--- config.mk ---
export PLATFORM = sky130hd
export DESIGN_NAME = ldpc_parity_encoder_flat
export DESIGN_NICKNAME = d
export VERILOG_FILES = /design/src/rtl/ldpc_parity_encoder_if.sv /design/src/rtl/ldpc_parity_encoder.sv /design/src/flat_wrapper.sv
export SDC_FILE = /design/constraint.sdc
export NUM_CORES = 2
export LEC_CHECK = 0
export CORE_MARGIN = 1
export CORE_UTILIZATION = 45
export CTS_CLUSTER_SIZE = 24
export DETAILED_ROUTE_END_ITERATION = 6
export GPL_ROUTABILITY_DRIVEN = 1
export PLACE_DENSITY_LB_ADDON = 0.3
export REMOVE_ABC_BUFFERS = 1
export SYNTH_ARGS = -nofsm -noshare
export SYNTH_HDL_FRONTEND = slang
export SYNTH_SLANG_ARGS = --single-unit
--- constraint.sdc ---
create_clock -name clk -period 3 [get_ports clk]
set_input_delay 0.3 -clock clk [delete_from_list [all_inputs] [get_ports clk]]
set_output_delay 0.3 -clock clk [all_outputs]
set_load 0.1 [all_outputs]
--- src/rtl/ldpc_parity_encoder_if.sv ---
// Serial info-bit input and parity-bit output streams of the LDPC parity encoder.
// The encoder uses the slave view; the upstream/downstream environment uses master.
interface ldpc_parity_encoder_if;
    logic s_valid;
    logic s_ready;
    logic s_data;
    logic m_valid;
    logic m_ready;
    logic m_data;
    logic m_last;

    modport slave (
        input  s_valid, s_data, m_ready,
        output s_ready, m_valid, m_data, m_last
    );

    modport master (
        output s_valid, s_data, m_ready,
        input  s_ready, m_valid, m_data, m_last
    );
endinterface

--- src/rtl/ldpc_parity_encoder.sv ---
// Serial LDPC parity encoder: circulant rows from an external G-ROM are XORed into a Z-bit parity register.
// Define PARITY_ACCUM_EN for IRA (running-XOR) parity output; default emits parity bits directly.
module ldpc_parity_encoder #(
    parameter int Z      = 360,
    parameter int GROUPS = 12,
    parameter int AW     = 4
) (
    input  logic                 clk,
    input  logic                 rst,
    ldpc_parity_encoder_if.slave bus,
    output logic [AW-1:0]        rom_addr,
    input  logic [Z-1:0]         rom_data,
    output logic                 busy,
    output logic                 frame_done
);

    localparam int CW = (Z > 1) ? $clog2(Z) : 1;
    localparam logic [CW-1:0] LAST_BIT = CW'(Z - 1);
    localparam logic [AW-1:0] LAST_GRP = AW'(GROUPS - 1);

    typedef enum logic [1:0] {IDLE, LOAD, ACCUM, DRAIN} state_t;

    state_t          state, state_nxt;
    logic [Z-1:0]    parity;
    logic [Z-1:0]    row;
    logic [CW-1:0]   bit_cnt;
    logic [CW-1:0]   out_idx;
    logic [AW-1:0]   grp;
    logic            s_fire;
    logic            m_fire;
    logic            grp_end;
    logic            last_info;
    logic            last_out;
    logic            par_bit;

    // Handshakes decoded from state directly so the ready/valid outputs never feed back.
    assign s_fire    = bus.s_valid && (state == ACCUM);
    assign m_fire    = bus.m_ready && (state == DRAIN);
    assign grp_end   = (grp == LAST_GRP);
    assign last_info = grp_end && (bit_cnt == LAST_BIT);
    assign last_out  = (out_idx == LAST_BIT);
    assign par_bit   = parity[out_idx];

    always_ff @(posedge clk) begin
        if (rst) state <= IDLE;
        else     state <= state_nxt;
    end

    always_comb begin
        state_nxt   = state;
        bus.s_ready = 1'b0;
        bus.m_valid = 1'b0;
        bus.m_last  = 1'b0;
        rom_addr    = '0;
        busy        = 1'b1;
        frame_done  = 1'b0;
        case (state)
            IDLE: begin
                busy = 1'b0;
                if (bus.s_valid) state_nxt = LOAD;
            end
            LOAD: state_nxt = ACCUM;
            ACCUM: begin
                bus.s_ready = 1'b1;
                // Prefetch the next group's row so it is ready at the boundary.
                rom_addr    = grp_end ? '0 : grp + AW'(1);
                if (s_fire && last_info) state_nxt = DRAIN;
            end
            DRAIN: begin
                bus.m_valid = 1'b1;
                bus.m_last  = last_out;
                if (m_fire && last_out) begin
                    frame_done = 1'b1;
                    state_nxt  = IDLE;
                end
            end
            default: state_nxt = IDLE;
        endcase
    end

    always_ff @(posedge clk) begin
        if (rst) begin
            parity  <= '0;
            row     <= '0;
            bit_cnt <= '0;
            grp     <= '0;
            out_idx <= '0;
        end else begin
            case (state)
                LOAD: begin
                    row     <= rom_data;
                    bit_cnt <= '0;
                    grp     <= '0;
                end
                ACCUM: begin
                    if (s_fire) begin
                        if (bus.s_data) parity <= parity ^ row;
                        if (bit_cnt != LAST_BIT) begin
                            row     <= {row[0], row[Z-1:1]};
                            bit_cnt <= bit_cnt + CW'(1);
                        end else begin
                            row     <= rom_data;
                            bit_cnt <= '0;
                            if (!grp_end) grp <= grp + AW'(1);
                        end
                    end
                end
                DRAIN: begin
                    if (m_fire) begin
                        if (last_out) begin
                            parity  <= '0;
                            out_idx <= '0;
                        end else begin
                            out_idx <= out_idx + CW'(1);
                        end
                    end
                end
                default: ;
            endcase
        end
    end

`ifdef PARITY_ACCUM_EN
    logic run;

    // Running XOR of already-emitted parity bits; restarts at the top of every drain.
    always_ff @(posedge clk) begin
        if (rst)                      run <= 1'b0;
        else if (s_fire && last_info) run <= 1'b0;
        else if (m_fire)              run <= last_out ? 1'b0 : (run ^ par_bit);
    end

    assign bus.m_data = run ^ par_bit;
`else
    assign bus.m_data = par_bit;
`endif

endmodule

--- src/flat_wrapper.sv ---
// flat-port wrapper written by rule: the top's interface ports become plain ports
module ldpc_parity_encoder_flat 
#(
    parameter int Z      = 360,
    parameter int GROUPS = 12,
    parameter int AW     = 4
)
  (clk, rst, rom_addr, rom_data, busy, frame_done, bus_s_valid, bus_s_data, bus_m_ready, bus_s_ready, bus_m_valid, bus_m_data, bus_m_last);
  ldpc_parity_encoder_if bus_i ();
  input  logic clk;
  input  logic rst;
  output logic [AW-1:0] rom_addr;
  input  logic [Z-1:0] rom_data;
  output logic busy;
  output logic frame_done;
  input wire logic [$bits(bus_i.s_valid)-1:0] bus_s_valid;
  input wire logic [$bits(bus_i.s_data)-1:0] bus_s_data;
  input wire logic [$bits(bus_i.m_ready)-1:0] bus_m_ready;
  output wire logic [$bits(bus_i.s_ready)-1:0] bus_s_ready;
  output wire logic [$bits(bus_i.m_valid)-1:0] bus_m_valid;
  output wire logic [$bits(bus_i.m_data)-1:0] bus_m_data;
  output wire logic [$bits(bus_i.m_last)-1:0] bus_m_last;
  assign bus_i.s_valid = bus_s_valid;
  assign bus_i.s_data = bus_s_data;
  assign bus_i.m_ready = bus_m_ready;
  assign bus_s_ready = bus_i.s_ready;
  assign bus_m_valid = bus_i.m_valid;
  assign bus_m_data = bus_i.m_data;
  assign bus_m_last = bus_i.m_last;
  ldpc_parity_encoder #(.Z(Z), .GROUPS(GROUPS), .AW(AW)) u_core (.clk(clk), .rst(rst), .bus(bus_i), .rom_addr(rom_addr), .rom_data(rom_data), .busy(busy), .frame_done(frame_done));
endmodule
==> out/summary.txt <==
GR met2 Demand/Resource -> 37.4%
GRT Residual Overflow -> 0
Max Root-Sink Buffers -> 3
status -> finished, violations left
Max Slew Vio Count -> 0
WL/cell -> 18.7 um
vias in the first global route -> 24700
pre-CTS setup slack -> -320 ps
Die Area -> 75000 sq um
max_cap viols -> 0
Max Clock Freq -> 288 MHz
fraction of layout cells with a size suffix above 1 -> 9.89%
crit path kind -> flip-flop to primary output
largest family of logic cells by synthesized area -> multiplexers
simple-gate portion of the synthesized area -> 13.9%
Synth area leader -> dfxtp_1
hold_buf cts -> 0
post-synthesis mux area share -> 17.4%
Post-synth top flop -> dfxtp_1
CTS Root Cell -> clkbuf_16
core box area -> 73100 sq um
GR peak layer -> met2
endpoints failing hold -> 0
H-tree levels -> 3
TritonCTS clock tree -> done
HP Class -> input pin to flip-flop
Area contributors post-synth -> dfxtp_1, mux2i_1, xor2_1, nor2_1, a211oi_1
DIE HEIGHT -> 274 um
routability cong. -> 0.798
CP bufs+invs -> 4
# rows -> 99
#FFs+latches synth -> 744
final setup TNS -> -478 ps
Synth Area in Adders -> 0.263%
Final #Nets -> 4196
Mapped Cells -> 3516
initial antenna violation count -> 13
CP Capture Type -> primary output
Synth Area in Compound Gates -> 9.54%
YS warnings -> 0
DR iter-0 viols -> 1778
Finished Layout Cells -> 4845
chip width -> 274 um
Synth Area in XOR/XNOR -> 9.96%
Syn-to-layout area delta -> 24.1%
fillcell total -> 6360
GR Util met3 -> 4.39%
IO Port Bufs -> 374
Synth Cell Area -> 33200 sq um
Mean Syn Cell Area -> 9.46 sq um
sequential share of the synthesized area -> 44.8%
DR vias -> 25700
Slew headroom -> 47.5%
Crit path top cell by count -> buf_12
Crit path max-delay family -> buffers and inverters
Max FO, Critical Path -> 9
Tmin final -> 3480 ps
post-DP HPWL -> 62600 um
Num CTS Buffers -> 79
first-pass iteration count of the detailed router -> 7
PD cells -> 795 nW/um^2
Largest stage delay, worst path -> 500 ps
Worst Path Required -> 2700 ps
clock-pin slew on the worst setup and hold paths -> 60 ps
Synth top area share -> 44.8%
Post-route DRC -> 84
Area after DPL -> 38300 sq um
GR Layer Usage met1 -> 32.9%
period utilization -> 116%
Crit-path slowest cell -> mux4_2
num ports -> 375
most common cell after layout, fill and taps aside -> nor2_1
aggregate global-route resource usage -> 23.6%
total wire length -> 90600 um
final setup violation count -> 1
clock sink count -> 744
EDFF count, synth -> 0
largest net degree at the start of global routing -> 137
unrepaired setup endpoints after global routing -> yes
critical path arrival -> 3180 ps
setup ws final -> -478 ps
Placed Cells -> 4681
initial core utilization -> 45.5%
Post-DRT Antenna Nets -> 0
asr flop ratio synth -> 0%
Setup Skew -> 37.5 ps
Max rail drop VDD -> 0.466 mV
Final Cell Area -> 41300 sq um
first-pass GRT wire length -> 140000 um
commonest cells after routing, fill and taps aside -> nor2_1, dfxtp_1, nand2_1
via/cell ratio -> 5.30
violated checks -> design-rule violations, negative setup slack
Worst-Margin Slew -> 785 ps
startpoint types -> flip-flop
worst-path cell chain -> buf_12 -> buf_12 -> mux4_2 -> a22oi_2 -> nand2_2 -> a2111oi_4 -> buf_4 -> nand2_1 -> nand4b_1 -> nand3_4 -> buf_12
clk_lat worst skew -> 630 ps
leak pwr -> 0.0170 uW
Synth cell types -> 46
==> what timing repair did <==
action | in CTS | in global routing
buffers inserted | 13 | 3
resized for setup | 19 | 15
pin swaps | 7 | 8
gates cloned | 1 | 4
endpoints found under the setup margin | 3 | 142
==> cells by family after synthesis <==
family,Yosys count
flops,744
simple gates,1203
mux,465
xor+xnor,378
buf+inv,290
compound gates,429
fa+ha+maj,7
==> flip-flops by register name (all words and copies together), names as in the netlist <==
register,flops
u_core.state,2
u_core.grp,4
u_core.parity,360
u_core.bit_cnt,9
u_core.row,360
u_core.out_idx,9
==> path summary, 6_finish.rpt <==
| path | from | endpoint | slack [ps] | cells past startpoint |
|---|---|---|---|---|
| worst min register to register | u_core.grp[1] | u_core.grp[1] | 480 | 2 |
| worst max-delay path | u_core.out_idx[0] | bus_m_data | -480 | 11 |
| worst min-delay path | rst | u_core.out_idx[1] | 140 | 2 |
| worst max register to register | u_core.out_idx[0] | u_core.parity[49] | 160 | 16 |
==> Yosys cell counts (2+ instances only) <==
cell type / count
nand3_1: 13
buf_2: 93
nor2b_1: 8
a2111oi_0: 5
buf_4: 35
o211ai_1: 2
a31oi_1: 6
buf_1: 7
nor2_1: 758
buf_6: 2
nand4_1: 6
a21oi_1: 16
clkinv_1: 2
o21ai_0: 11
xnor2_1: 8
or2_2: 2
xor2_1: 370
clkbuf_1: 143
inv_1: 7
dfxtp_1: 744
nor4_1: 3
and2_1: 3
ha_1: 7
mux2i_1: 372
a22oi_1: 15
nand4b_1: 3
mux2_2: 2
nand2_1: 395
mux4_2: 91
and3_1: 5
o41ai_1: 3
a211oi_1: 364
nand2b_1: 2
==> final cells by class <==
class | instances | area [sq um] | share of cell area (%)
Inverter | 10 | 37.5 | 0.0910
Clock inverter | 25 | 240 | 0.582
Sequential cell | 744 | 14900 | 36.1
Tap cell | 959 | 1200 | 2.91
Multi-Input combinational cell | 2482 | 17200 | 41.6
Clock buffer | 113 | 2270 | 5.49
Antenna cell | 5 | 12.5 | 0.0303
Timing Repair Buffer | 507 | 5440 | 13.2
==> power by group <==
group	internal [uW]	leakage [uW]	total, uW	switching (uW)
logic	4100	0.00974	9270	5170
clock network	5520	0.00124	9570	4050
registers	12000	0.00606	14000	1950
total	21600	0.0170	32800	11200
==> stage by stage <==
step	util (%)	total power [uW]	hold WS [ps]
final	56.5	32800	142
after global routing	56.5	34700	136
after CTS	56.2	32900	97.3
after detailed placement	52.4	23200	467
after global placement	52.4	23000	461
after floorplan	-	19500	369
==> per-layer routing <==
| metal | wire length, um | part of all wire (%) |
|---|---|---|
| met5 | 103 | 0.11 |
| met4 | 1670 | 1.8 |
| met2 | 41500 | 46 |
| met1 | 41900 | 46 |
| met3 | 5370 | 5.9 |
(Power assumes the default switching activity.)
